### config.mk
export PLATFORM = sky130hd
export DESIGN_NAME = shared_buffer_arbiter
export DESIGN_NICKNAME = d
export VERILOG_FILES = /design/src/rtl/shared_buffer_arbiter.sv
export SDC_FILE = /design/constraint.sdc
export NUM_CORES = 1
export LEC_CHECK = 0
export CAP_MARGIN = 30
export CORE_AREA = 5 5 75 77
export DETAILED_ROUTE_END_ITERATION = 16
export DIE_AREA = 0 0 80 82
export PLACE_DENSITY = 0.78
export SYNTH_ARGS = -nofsm -noshare
export SYNTH_HDL_FRONTEND = slang
export SYNTH_SLANG_ARGS = --single-unit
### constraint.sdc
create_clock -name clk -period 2.18 [get_ports clk]
set_clock_uncertainty 0.05 [all_clocks]
set_input_delay 0.545 -clock clk [delete_from_list [all_inputs] [get_ports clk]]
set_output_delay 0.545 -clock clk [all_outputs]
set_load 0.05 [all_outputs]
### src/rtl/shared_buffer_arbiter.sv
// shared_buffer_arbiter
//   Round-robin ownership arbiter for the 676-bit shared buffer. This block sees
//   four clients:
//     0 = add_round (AR)
//     1 = BS2POLVECp (BS)
//     2 = Add_m_pack (AM)
//     3 = pol_mul (PO)
//   Only the owner's buffer enables reach the buffer. Data buses bypass this block.
//
// Ports
//   clk, rst             clock, asynchronous active-high reset
//   req[3:0], rel[3:0]   per-client ownership request / release
//   err_clr              clears the sticky error flags
//   *_i strobes          raw client buffer enables (PO_pol_load_coeff4x_i is a mode bit)
//   gated strobes        *_i AND the client's grant bit (combinational)
//   grant[3:0], owner    one-hot registered grant and its index (owner valid while busy)
//   busy                 an ownership is active
//   ops_cnt              saturating count of forwarded-strobe cycles in this ownership
//   err_illegal/err_src  sticky non-owner strobe flag and the first offender's index
//   err_timeout          sticky flag for a forced release on inactivity
module shared_buffer_arbiter #(
  parameter int unsigned TIMEOUT = 1024,
  parameter int unsigned CNT_W   = 16
) (
  input  logic             clk,
  input  logic             rst,
  input  logic [3:0]       req,
  input  logic [3:0]       rel,
  input  logic             err_clr,
  input  logic             AR_buffer40_en_i,
  input  logic             AR_buffer64_en_i,
  input  logic             BS_buffer40_en_i,
  input  logic             BS_buffer64_en_i,
  input  logic             AM_buffer16_en_i,
  input  logic             PO_pol_load_coeff4x_i,
  input  logic             PO_poly_load_i,
  input  logic             PO_poly_shift_i,
  output logic             AR_buffer40_en,
  output logic             AR_buffer64_en,
  output logic             BS_buffer40_en,
  output logic             BS_buffer64_en,
  output logic             AM_buffer16_en,
  output logic             PO_pol_load_coeff4x,
  output logic             PO_poly_load,
  output logic             PO_poly_shift,
  output logic [3:0]       grant,
  output logic [1:0]       owner,
  output logic             busy,
  output logic [CNT_W-1:0] ops_cnt,
  output logic             err_illegal,
  output logic [1:0]       err_src,
  output logic             err_timeout
);

  localparam int unsigned IDLE_W = (TIMEOUT > 1) ? $clog2(TIMEOUT) : 1;

  typedef enum logic [1:0] {StIdle, StOwn, StDrain} state_e;

  state_e            r_state, w_state_next;
  logic [3:0]        r_grant;
  logic [1:0]        r_owner;
  logic [1:0]        r_ptr;
  logic [CNT_W-1:0]  r_ops;
  logic [IDLE_W-1:0] r_idle;
  logic              r_err_illegal;
  logic [1:0]        r_err_src;
  logic              r_err_timeout;

  logic [3:0]        w_strobe;
  logic [3:0]        w_illegal;
  logic              w_fwd;
  logic              w_found;
  logic [1:0]        w_winner;
  logic [1:0]        w_first_illegal;
  logic              w_rel;
  logic              w_timeout;
  logic              w_new_grant;
  logic              w_end_own;
  logic              w_force;
  logic              w_busy;
  logic [CNT_W-1:0]  w_ops_next;
  logic [IDLE_W-1:0] w_idle_next;
  logic              w_err_illegal_next;
  logic [1:0]        w_err_src_next;
  logic              w_err_timeout_next;

  // Per-client strobe activity. The PO coefficient mode bit is not an access,
  // so it neither counts as activity nor as an illegal strobe.
  assign w_strobe = {PO_poly_load_i | PO_poly_shift_i,
                     AM_buffer16_en_i,
                     BS_buffer40_en_i | BS_buffer64_en_i,
                     AR_buffer40_en_i | AR_buffer64_en_i};

  assign w_illegal = w_strobe & ~r_grant;
  assign w_fwd     = |(w_strobe & r_grant);

  assign AR_buffer40_en      = AR_buffer40_en_i      & r_grant[0];
  assign AR_buffer64_en      = AR_buffer64_en_i      & r_grant[0];
  assign BS_buffer40_en      = BS_buffer40_en_i      & r_grant[1];
  assign BS_buffer64_en      = BS_buffer64_en_i      & r_grant[1];
  assign AM_buffer16_en      = AM_buffer16_en_i      & r_grant[2];
  assign PO_pol_load_coeff4x = PO_pol_load_coeff4x_i & r_grant[3];
  assign PO_poly_load        = PO_poly_load_i        & r_grant[3];
  assign PO_poly_shift       = PO_poly_shift_i       & r_grant[3];

  // Round-robin pick: first requester at or above r_ptr, wrapping modulo 4.
  always_comb begin
    logic [1:0] idx;
    w_found  = 1'b0;
    w_winner = r_ptr;
    idx      = '0;
    for (int k = 0; k < 4; k++) begin
      idx = r_ptr + 2'(k);
      if (!w_found && req[idx]) begin
        w_found  = 1'b1;
        w_winner = idx;
      end
    end
  end

  // Lowest-index offender wins when several clients misbehave together.
  always_comb begin
    w_first_illegal = '0;
    for (int k = 3; k >= 0; k--) begin
      if (w_illegal[k]) w_first_illegal = 2'(k);
    end
  end

  assign w_rel     = rel[r_owner];
  assign w_timeout = (TIMEOUT != 0) && (r_state == StOwn) && !w_fwd &&
                     (r_idle == IDLE_W'(TIMEOUT - 1));

  // FSM: state register
  always_ff @(posedge clk or posedge rst) begin
    if (rst) r_state <= StIdle;
    else     r_state <= w_state_next;
  end

  // FSM: next state
  always_comb begin
    w_state_next = r_state;
    unique case (r_state)
      StIdle:  if (w_found) w_state_next = StOwn;
      StOwn:   if (w_rel || w_timeout) w_state_next = StDrain;
      StDrain: w_state_next = StIdle;
      default: w_state_next = StIdle;
    endcase
  end

  // FSM: outputs / control strobes
  always_comb begin
    w_busy      = (r_state == StOwn);
    w_new_grant = (r_state == StIdle) && w_found;
    w_end_own   = w_busy && (w_rel || w_timeout);
    // A release in the same cycle as the timeout is a normal release.
    w_force     = w_busy && w_timeout && !w_rel;
  end

  // Counters and error next-state
  always_comb begin
    w_ops_next  = r_ops;
    w_idle_next = r_idle;
    if (w_new_grant) begin
      w_ops_next  = '0;
      w_idle_next = '0;
    end else if (w_busy) begin
      if (w_fwd) begin
        w_idle_next = '0;
        if (r_ops != '1) w_ops_next = r_ops + CNT_W'(1);
      end else if (r_idle != '1) begin
        w_idle_next = r_idle + IDLE_W'(1);
      end
    end

    w_err_illegal_next = (r_err_illegal & ~err_clr) | (|w_illegal);
    w_err_src_next     = err_clr ? 2'd0 : r_err_src;
    if ((|w_illegal) && (!r_err_illegal || err_clr)) w_err_src_next = w_first_illegal;
    w_err_timeout_next = (r_err_timeout & ~err_clr) | w_force;
  end

  always_ff @(posedge clk or posedge rst) begin
    if (rst) begin
      r_grant       <= '0;
      r_owner       <= '0;
      r_ptr         <= '0;
      r_ops         <= '0;
      r_idle        <= '0;
      r_err_illegal <= 1'b0;
      r_err_src     <= '0;
      r_err_timeout <= 1'b0;
    end else begin
      if (w_new_grant) begin
        r_grant <= 4'b0001 << w_winner;
        r_owner <= w_winner;
        r_ptr   <= w_winner + 2'd1;
      end else if (w_end_own) begin
        r_grant <= '0;
      end
      r_ops         <= w_ops_next;
      r_idle        <= w_idle_next;
      r_err_illegal <= w_err_illegal_next;
      r_err_src     <= w_err_src_next;
      r_err_timeout <= w_err_timeout_next;
    end
  end

  assign grant       = r_grant;
  assign owner       = r_owner;
  assign busy        = w_busy;
  assign ops_cnt     = r_ops;
  assign err_illegal = r_err_illegal;
  assign err_src     = r_err_src;
  assign err_timeout = r_err_timeout;

endmodule

# Word level (Yosys, flattened, before mapping)
# Cells that the tools add are included.
# word_totals
in_bits	19
out_inout_bits	35
ff_bits	40
word_cells	112
# classes
n_bitwise	19
magnitude_cmp	5
n_eq_ne	6
add_sub_neg	6
mux	36
shifts	1
reduce_logical	30
# op_table
operator	count
two-way mux 16 bit	4
two-way mux 10 bit	4
two-way mux 2 bit	11
adder 16 x 1 -> 16 bit (second input constant)	1
!= test 16 bit (second input constant)	1
less-than comparator 2 x 3 -> 1 bit (second input constant)	5
adder 10 x 1 -> 10 bit (second input constant)	1
AND 1 bit	10
binary-select mux 1 bit (select 2 bit)	5
== test 10 bit (second input constant)	1
logical AND 1 bit	10
!= test 10 bit (second input constant)	1
nonzero test 2 bit	5
two-way mux 1 bit	9
AND 4 bit	2
two-way mux 4 bit	2
OR reduction 4 bit	2
logical NOT 1 bit	6
OR 1 bit	5
adder 2 x 1 -> 2 bit (second input constant)	2
adder 2 bit (second input constant)	2
inverter 4 bit	1
case mux 2 bit (2 select lines)	1
AND reduction 2 bit	2
other kinds (9)	10

# Logic depth before layout (Yosys ltp)
# logic_depth
ltp_word	15
ltp_mapped	7
depth_no_buf	7

# Worst setup path before layout
# OpenSTA, ideal clock, no wires.
# synth_path
kind	register to register
start	reg r_ops[0], in the netlist ops_cnt[0]
end	reg r_ops[10], in the netlist ops_cnt[10]
n_path_buf	0
setup_time_ps	78
path_stages_with_launch	7
period_less_slack_ps	2181
arrival_time_ps	2053
path_slack_ps	-1
required_ps	2052
cell_sequence	dfrtp_1 ha_1 inv_1 nor4_2 o21ai_2 or4_1 a21oi_1
# synth_between
elab_chain_len	5
elab_cells_between_ends	8
classes_between	add/sub: 1; eq/ne: 1; mux: 4; reduce/logical: 2
# synth_rtl
item	line	source
start, declared	63	logic [CNT_W-1:0] r_ops;
start signal, assigned	199	r_ops <= w_ops_next;
adder 16 x 1 -> 16 bit	169	if (r_ops != '1) w_ops_next = r_ops + CNT_W'(1);
two-way mux 16 bit	169	
two-way mux 16 bit	167	if (w_fwd) begin
two-way mux 16 bit	166	end else if (w_busy) begin
two-way mux 16 bit	163	if (w_new_grant) begin
# Several ways; a longest one is shown, not always the timed one. The select of a mux whose other input is x is not followed.
# A chain may end at the register's enable or synchronous reset.

# Worst setup path in the final report
# layout_path
start	reg r_ops[4], in the netlist ops_cnt[4]
end	out ops_cnt[4]
# layout_rtl
item	line	source
end, declared	49	output logic [CNT_W-1:0] ops_cnt,
# No word-level cell between the ends.

==> qor.yml <==
status: "finished clean"
relSlewSlack_pct: 61.6
synth_edf_count: 0
clock-sinks: 40
p_leak_uw: 0.00149
crit_arrival_ns: 1.55
grt_pass1_wl_um: 10100
netlist_area_sq_mm: 0.00234
critical_path_class: "register to primary output"
fp.coreArea_sq_mm: 0.00494
startpoint: "ops_cnt[4]$_DFFE_PP0P_"
yosysTopAreaCellShare_pct: 42.7
cp_max_fo: 5
yosys_warnings: 0
synth-seq-cells: 40
powerDensity_mw_per_mm2: 1020
yosysTopAreaCell: "dfrtp_1"
syn_avg_cell_area_sq_um: 8.98
start_kind: "register"
h-tree-depth: 2
cts-root-buf: "clkbuf_8"
dp_hpwl_um: 4560
cp_top_family: "buffers and inverters"
critPathSlowestCell: "clkdlybuf4s50_1"
hold_path.class: "register to register"
ys_top_cells_by_area: "dfrtp_1 (43%), nand2_1 (5.1%), ha_1 (3.2%), nor2_1 (3.0%), a21oi_1 (3.0%)"
cts_hold_buf: 0
n_antenna_cell: 0
chipHeight_um: 82
drtPass1Iterations: 5
grt_setup_unrepaired: "false"
timing.fmax_ghz: 0.465
first_iter_violations: 132
max_cap_violations: 0
hold_start: "ops_cnt[0]$_DFFE_PP0P_"
areaGrowthSynthToFinish_pct: 40.6
grt_pass1_vias: 2192
final_max_slew_viol_count: 0
synth_flop_cell: "dfrtp_1"
io_pins: 54
ys_types: 52
grt_overflow_total: 0
antenna_left: 0
finalInstanceArea_sq_mm: 0.00330
path_clk_slew_ns: 0.08
timing.hold.ws_ns: 0.485
path_cells: "clkdlybuf4s50_1"
rows: 26
finalPower_uw: 3370
r2r-start: "ops_cnt[1]$_DFFE_PP0P_"
fin_util_pct: 66.6
postPlaceCellArea_sq_mm: 0.00316
start_util_pct: 47.4
setup_viol_count_final: 0
cts_tree: "built"
worst_pin_slew_ns: 0.572
hold_violations: 0
cts_buffers: 5
clk_latency_ns: 0.29
die-area_sq_mm: 0.00656
grt_util_all_layers_pct: 19.1
period_share_pct: 98.6
synth_nets: 286
drc: 0
cp.required_ns: 1.58
vias: 2305
period_minus_slack_ns: 2.15
grt_antenna_before_repair: 0
die_x_um: 80
max_stage_delay_ns: 0.83
endpoint_kind: "primary output"
worst-path-buf-inv: 1
ir_worst_vdd_uv: 495
avgViaCountPerCell: 5.64
cts.path.max_buffers: 2
finalWirelength_um: 6070
syn_inst: 261
yosysSeqAreaShare_pct: 42.7
drive_gt1_share_pct: 19.8
ys_async_sr_fraction_pct: 100
routedWlPerCell_um: 14.8
port-buffer-count: 53
gp_congestion: 0.819
grt_max_degree: 41
fin_nets: 363
layout make-up:
| cell class | instances | area (sq um) |
|---|---|---|
| Tap cell | 70 | 87.6 |
| Sequential cell | 40 | 1000 |
| Fill cell | 416 | 1650 |
| Multi-Input combinational cell | 200 | 1290 |
| Inverter | 17 | 63.8 |
| Timing Repair Buffer | 74 | 753 |
| Clock buffer | 8 | 100 |
final timing paths:
check	end	slack (ns)	cells past startpoint
max	ops_cnt[4]	0.03	1
min	ops_cnt[0]$_DFFE_PP0P_	0.48	1
max reg2reg	ops_cnt[10]$_DFFE_PP0P_	0.09	6
min reg2reg	ops_cnt[0]$_DFFE_PP0P_	0.48	1
max in group asynchronous	ops_cnt[0]$_DFFE_PP0P_	1.07	3
min in group asynchronous	grant[3]$_DFFE_PP0P_	0.63	3
flip-flops by register name (all words and copies together), names as in the netlist:
name	cells
grant	4
ops_cnt	16
err_illegal	1
r_state	2
err_timeout	1
r_ptr	2
owner	2
err_src	2
r_idle	10
metrics by stage:
step           TNS (ns)  setup WS, ns  instances
6_report              0        0.0306        409
5_1_grt               0       0.00271        409
4_1_cts               0        0.0428        409
3_5_place_dp      -8.24        -0.339        401
3_3_place_gp      -6.50        -0.296        401
2_1_floorplan         0       0.00918        261
cell families after synthesis:
family	synth area share (%)
simple gates	27.4
compound gates	20.1
flops	42.7
buf+inv	3.47
fa+ha+maj	3.20
mux	2.67
xor+xnor	0.374
power by group:
| part | internal (uW) | total, uW | switching, uW |
|---|---|---|---|
| logic | 717 | 1820 | 1100 |
| clock network | 289 | 541 | 252 |
| registers | 871 | 1010 | 138 |
| total | 1880 | 3370 | 1490 |
routing by layer:
layer / wire length (um) / global-route usage (%) / part of all wire [%] / vias up
met5: 0 / 0 / 0 / -
met4: 51 / 5.07 / 0.84 / 0
met3: 295 / 3.29 / 4.9 / 5
met2: 2990 / 32.9 / 49 / 59
met1: 2740 / 24.7 / 45 / 1120
li1: - / - / - / 1121
cell usage after synthesis (6+ instances only):
library cell	number
nor3_1	9
ha_1	6
and3_1	10
nand2_1	32
o21ai_0	6
a211o_1	6
and2_1	10
nor2_1	19
dfrtp_1	40
a21oi_1	14
inv_1	16
nand3_1	12
what timing repair did:
action,in CTS,in global routing
gates resized for setup,1,6
setup endpoints to repair,10,13
buffers inserted,0,0
placed cells by master, fill, tap and decap left out, types with 5 or more instances in the layout:
master,n
a21oi_1,14
nor2b_1,5
clkbuf_8,7
nor2_1,19
and2_1,10
o31ai_1,5
nand3_1,12
and3_1,10
o21ai_0,6
nor3_1,9
a211o_1,5
buf_12,10
buf_4,37
nand2_1,32
o41ai_1,5
ha_1,6
clkdlybuf4s50_1,25
inv_1,16
dfrtp_1,39
(Power assumes the default switching activity.)
